**src/rtl/sadd_pkg.sv**
```systemverilog
// Shared constants and state encoding for the bit-serial adder controller.
// Latency: none (declarations only).
// Backpressure: none (declarations only).
package sadd_pkg;

   localparam int SADD_WIDTH_DEF = 8;

   typedef enum logic [1:0] {
      S_IDLE  = 2'd0,
      S_SHIFT = 2'd1,
      S_DONE  = 2'd2
   } state_t;

   // Carry of a one-bit full adder.
   function automatic logic maj3(input logic a, input logic b, input logic c);
      return (a & b) | (a & c) | (b & c);
   endfunction

endpackage

```
**src/rtl/serial_add_ctrl_if.sv**
```systemverilog
// Request/result bundle between the harness and the serial adder controller.
// Latency: none (wires only).
// Backpressure: none; Start is ignored while Busy is high.
interface serial_add_ctrl_if
   import sadd_pkg::*;
#(
   parameter int WIDTH = SADD_WIDTH_DEF
) ();

   logic             Start;
   logic [WIDTH-1:0] A;
   logic [WIDTH-1:0] B;
   logic             Busy;
   logic             Done;
   logic [WIDTH-1:0] Sum;
   logic             Cout;

   modport master (
      output Start, A, B,
      input  Busy, Done, Sum, Cout
   );

   modport slave (
      input  Start, A, B,
      output Busy, Done, Sum, Cout
   );

endinterface

```
**src/rtl/carry_ff.sv**
```systemverilog
// One-bit carry register with synchronous clear and enable.
// Latency: 1 cycle from d_i to q_o when enabled.
// Backpressure: none; clear has priority over enable.
module carry_ff (
   input  logic clk_i,
   input  logic rst_ni,
   input  logic clr_i,
   input  logic en_i,
   input  logic d_i,
   output logic q_o
);

   logic carry_q;

   // Carry state: reset/clear to 0, otherwise load when enabled.
   always_ff @(posedge clk_i or negedge rst_ni) begin
      if (!rst_ni) begin
         carry_q <= 1'b0;
      end else if (clr_i) begin
         carry_q <= 1'b0;
      end else if (en_i) begin
         carry_q <= d_i;
      end
   end

   assign q_o = carry_q;

endmodule

```
**src/rtl/serial_add_ctrl.sv**
```systemverilog
// Bit-serial adder controller: adds A+B LSB-first over WIDTH cycles.
// Latency: WIDTH+1 cycles from accepting edge to the Done cycle.
// Backpressure: Start ignored while Busy; Start held high restarts every WIDTH+2 cycles.
module serial_add_ctrl
   import sadd_pkg::*;
#(
   parameter int WIDTH = SADD_WIDTH_DEF
) (
   input  logic              Clk,
   input  logic              Reset_n,
   serial_add_ctrl_if.slave  bus
);

   localparam int CW = $clog2(WIDTH) + 1;
   localparam logic [CW-1:0] CNT_LAST = CW'(WIDTH - 1);

   state_t           state_q, state_d;
   logic [WIDTH-1:0] areg_q, areg_d;
   logic [WIDTH-1:0] breg_q, breg_d;
   logic [WIDTH-1:0] preg_q, preg_d;
   logic [CW-1:0]    cnt_q, cnt_d;
   logic [WIDTH-1:0] sum_q, sum_d;
   logic             cout_q, cout_d;

   logic             accept;
   logic             shift_en;
   logic             carry_q;
   logic             bit_sum;
   logic             carry_nxt;
   logic [WIDTH-1:0] preg_shift;

   // Full adder on the current LSBs; new sum bit enters the partial sum at the MSB.
   assign bit_sum    = areg_q[0] ^ breg_q[0] ^ carry_q;
   assign carry_nxt  = maj3(areg_q[0], breg_q[0], carry_q);
   assign preg_shift = (preg_q >> 1) | (WIDTH'(bit_sum) << (WIDTH - 1));

   carry_ff u_carry (
      .clk_i  (Clk),
      .rst_ni (Reset_n),
      .clr_i  (accept),
      .en_i   (shift_en),
      .d_i    (carry_nxt),
      .q_o    (carry_q)
   );

   // Next-state and datapath update for IDLE -> SHIFT x WIDTH -> DONE -> IDLE.
   always_comb begin
      state_d  = state_q;
      areg_d   = areg_q;
      breg_d   = breg_q;
      preg_d   = preg_q;
      cnt_d    = cnt_q;
      sum_d    = sum_q;
      cout_d   = cout_q;
      accept   = 1'b0;
      shift_en = 1'b0;
      case (state_q)
         S_IDLE: begin
            if (bus.Start) begin
               accept  = 1'b1;
               areg_d  = bus.A;
               breg_d  = bus.B;
               cnt_d   = '0;
               state_d = S_SHIFT;
            end
         end
         S_SHIFT: begin
            shift_en = 1'b1;
            areg_d   = areg_q >> 1;
            breg_d   = breg_q >> 1;
            preg_d   = preg_shift;
            cnt_d    = cnt_q + CW'(1);
            if (cnt_q == CNT_LAST) begin
               sum_d   = preg_shift;
               cout_d  = carry_nxt;
               state_d = S_DONE;
            end
         end
         S_DONE: begin
            state_d = S_IDLE;
         end
         default: begin
            state_d = S_IDLE;
         end
      endcase
   end

   // State and datapath registers; reset discards any operation in flight.
   always_ff @(posedge Clk or negedge Reset_n) begin
      if (!Reset_n) begin
         state_q <= S_IDLE;
         areg_q  <= '0;
         breg_q  <= '0;
         preg_q  <= '0;
         cnt_q   <= '0;
         sum_q   <= '0;
         cout_q  <= 1'b0;
      end else begin
         state_q <= state_d;
         areg_q  <= areg_d;
         breg_q  <= breg_d;
         preg_q  <= preg_d;
         cnt_q   <= cnt_d;
         sum_q   <= sum_d;
         cout_q  <= cout_d;
      end
   end

   // Status decodes come straight from the state register, so no input reaches an output.
   assign bus.Busy = (state_q == S_SHIFT) || (state_q == S_DONE);
   assign bus.Done = (state_q == S_DONE);
   assign bus.Sum  = sum_q;
   assign bus.Cout = cout_q;

endmodule
```
**src/flat_wrapper.sv**
```systemverilog
// flat-port wrapper written by rule: the top's interface ports become plain ports
module serial_add_ctrl_flat import sadd_pkg::*;
#(
   parameter int WIDTH = SADD_WIDTH_DEF
)
  (Clk, Reset_n, bus_Start, bus_A, bus_B, bus_Busy, bus_Done, bus_Sum, bus_Cout);
  serial_add_ctrl_if #(.WIDTH(WIDTH)) bus_i ();
  input  logic Clk;
  input  logic Reset_n;
  input wire logic [$bits(bus_i.Start)-1:0] bus_Start;
  input wire logic [$bits(bus_i.A)-1:0] bus_A;
  input wire logic [$bits(bus_i.B)-1:0] bus_B;
  output wire logic [$bits(bus_i.Busy)-1:0] bus_Busy;
  output wire logic [$bits(bus_i.Done)-1:0] bus_Done;
  output wire logic [$bits(bus_i.Sum)-1:0] bus_Sum;
  output wire logic [$bits(bus_i.Cout)-1:0] bus_Cout;
  assign bus_i.Start = bus_Start;
  assign bus_i.A = bus_A;
  assign bus_i.B = bus_B;
  assign bus_Busy = bus_i.Busy;
  assign bus_Done = bus_i.Done;
  assign bus_Sum = bus_i.Sum;
  assign bus_Cout = bus_i.Cout;
  serial_add_ctrl #(.WIDTH(WIDTH)) u_core (.Clk(Clk), .Reset_n(Reset_n), .bus(bus_i));
endmodule
```
**config.mk**
```make
export PLATFORM = sky130hd
export DESIGN_NAME = serial_add_ctrl_flat
export DESIGN_NICKNAME = d
export VERILOG_FILES = /design/src/rtl/sadd_pkg.sv /design/src/rtl/serial_add_ctrl_if.sv /design/src/rtl/carry_ff.sv /design/src/rtl/serial_add_ctrl.sv /design/src/flat_wrapper.sv
export SDC_FILE = /design/constraint.sdc
export NUM_CORES = 1
export LEC_CHECK = 0
export ABC_AREA = 1
export CAP_MARGIN = 25
export CORE_UTILIZATION = 52
export DETAILED_ROUTE_END_ITERATION = 12
export PLACE_DENSITY_LB_ADDON = 0.3
export SKIP_CTS_REPAIR_TIMING = 1
export SKIP_LAST_GASP = 1
export SLEW_MARGIN = 20
export SYNTH_ARGS = -nofsm -noshare
export SYNTH_HDL_FRONTEND = slang
export SYNTH_SLANG_ARGS = --single-unit
```
**constraint.sdc**
```tcl
create_clock -name Clk -period 2 [get_ports Clk]
set_clock_uncertainty 0.2 [all_clocks]
set_input_delay 0.3 -clock Clk [delete_from_list [all_inputs] [get_ports Clk]]
set_output_delay 0.3 -clock Clk [all_outputs]
set_load 0.1 [all_outputs]
```
==> impl_metrics.toml <==
[cts]
cts-root-buf = "clkbuf_4"
cts_tree = "yes"
clk_latency_ps = 350
numCtsBuffers = 5
clockBufferDepth = 2
cts.sinks = 39
clk_pin_slew_worst_paths_ps = 110
htree_levels = 2

[die]
dieArea_um2 = 3690
fp-row-count = 20
die_w_um = 60.7
die_y_um = 60.7
core_um2 = 3150
initial_core_util_pct = 56.9
io_pins = 30

[timing]
finalHoldViolCount = 0
max_slew_margin_pct = 68.4
setup_viol = 0
min_period_ps = 1860
slew_violations = 0
grt_setup_unrepaired = "true"
setup_tns_ps = 0
whs_ps = 303
worst_slew_pin_slew_ps = 473
max_clock_freq_mhz = 539
finalCritPeriodShare_pct = 92.8

[cells_and_area]
nets = 255
final_cell_mix = "nand2_1, dfrtp_1, inv_1, o21ai_0, clkdlybuf4s50_1"
instances_no_fill = 276
fin_util_pct = 72.7
diodes = 0
drive_above_1_share_pct = 16.4
area_delta_synth_final_pct = 27.8
final_common_cell = "nand2_1"

[logic_synthesis]
synth.avg_cell_area_um2 = 9.02
ys_seq_area_share_pct = 54.4
ys_types = 18
synthCells = 199
syn_area_um2 = 1790
synth_fp_nets = 223
synth_seq_cells = 39
yosysWarnings = 0

[route]
drtIter0Drc = 62
drc = 0
drt-wirelength-per-cell_um = 13.1
first_pass_iters = 4
vias_per_cell = 5.09
postRouteWirelength_mm = 3.62
ant_nets = 0
route.vias.total = 1405

[critical_path]
worstPathRequired_ps = 2080
path_class = "reg -> reg"
start_kind = "flop"
path_cells = "inv_1, ha_1, buf_4, buf_4, o21ai_0, nor2_1"
slowest_delay_ps = 420
crit_fanout = 20
end_kind = "flop"
crit_path_frequent_cell = "buf_4"
crit_buf_inv = 3
crit_family = "buffers and inverters"
critPathSlowestCell = "dfrtp_1"
cp.arrival_ps = 1940

[global_routing]
track_usage_pct = 23.4
antenna_found_initial = 0
grt-ovfl-total = 0
grt_pass1_wl_mm = 6.15
grt_pass1_vias = 1466
grt_max_degree = 40

[placement]
dp_cells = 267
post-dp-hpwl_mm = 2.60
portBuffers = 29
gp_congestion = 0.798

[power_and_ir_drop]
power.density_nw_per_um2 = 1460
ir_worst_vdd_uv = 893
p_leak_nw = 1.10

[outcome]
outcome = "finished, final reports clean"

[run]
maxCapViolCount = 0

[hold_path]
hp-class = "reg -> reg"
## final timing paths
| kind | from | endpoint | slack, ps | depth (start not counted) |
|---|---|---|---|---|
| max | u_core.state_q[1] | u_core.u_carry.q_o | 140 | 6 |
| min | u_core.areg_q[1] | u_core.areg_q[1] | 300 | 2 |
| max reg2reg | u_core.state_q[1] | u_core.u_carry.q_o | 140 | 6 |
| min reg2reg | u_core.areg_q[1] | u_core.areg_q[1] | 300 | 2 |
| max in group asynchronous | Reset_n | u_core.bus.Sum[6] | 940 | 3 |
| min in group asynchronous | Reset_n | u_core.state_q[0] | 310 | 3 |
## synthesized netlist by cell type
master | instances | area [µm²]
or2_1 | 2 | 12.5
o211ai_1 | 14 | 105
o21ai_0 | 17 | 85.1
inv_2 | 2 | 7.51
buf_2 | 5 | 25.0
nor2_1 | 4 | 15.0
o21ai_1 | 4 | 20.0
or2_2 | 11 | 68.8
ha_1 | 4 | 50.1
nand4_2 | 1 | 12.5
dfrtp_1 | 39 | 976
a21oi_1 | 1 | 5.00
fa_1 | 1 | 20.0
buf_6 | 4 | 45.0
nand2_1 | 67 | 251
nand2_2 | 1 | 6.26
inv_1 | 17 | 63.8
nand3_1 | 5 | 25.0
## logic make-up after synthesis
family          after synthesis  synth area share [%]
simple gates                 91                  21.8
flops                        39                  54.4
compound gates               36                  12.0
fa+ha+maj                     5                  3.91
buf+inv                      28                  7.88
## per-layer routing
layer  part of all wire (%)  vias up  track usage [%]  wire length [µm]
met4                    1.7        0             8.12                61
met5                      0        -                0                 0
met1                     44      656             27.1              1580
met3                    4.4        7             6.61               158
met2                     50       39             41.6              1820
li1                       -      703                -                 -
## state kept, by name (all words and copies together), names as in the netlist
name	flops
u_core.areg_q	8
u_core.breg_q	8
u_core.bus.Cout	1
u_core.bus.Sum	8
u_core.cnt_q	4
u_core.preg_q	7
u_core.state_q	2
u_core.u_carry.q_o	1
## report_power, final
part / switching (mW) / internal, mW / leakage (nW)
Sequential: 0.206 / 1.09 / 0.505
Combinational: 1.02 / 0.574 / 0.558
Clock: 0.253 / 0.207 / 0.0386
Total: 1.48 / 1.87 / 1.10
## layout make-up
type / instances / area [µm²]
timing repair buffer: 34 / 435
sequential: 39 / 976
multi-input combinational: 132 / 686
inverter: 19 / 71.3
tap: 44 / 55.1
clock buffer: 8 / 68.8
fill: 259 / 861
## metrics by stage
| step | cell area [µm²] | total power, mW | setup slack [ps] |
|---|---|---|---|
| floorplan | 1790 | 2.43 | 261 |
| global placement | 2200 | 2.79 | 259 |
| detailed placement | 2200 | 2.88 | 173 |
| CTS | 2270 | 3.34 | 136 |
| global route | 2290 | 3.57 | -26.8 |
| finish | 2290 | 3.35 | 143 |
## tightest hold or removal path: stages (launching register included)
cell and delay, ps:
dfrtp_1 370, nand2_1 50, nand2_1 50
(Power assumes the default switching activity.)
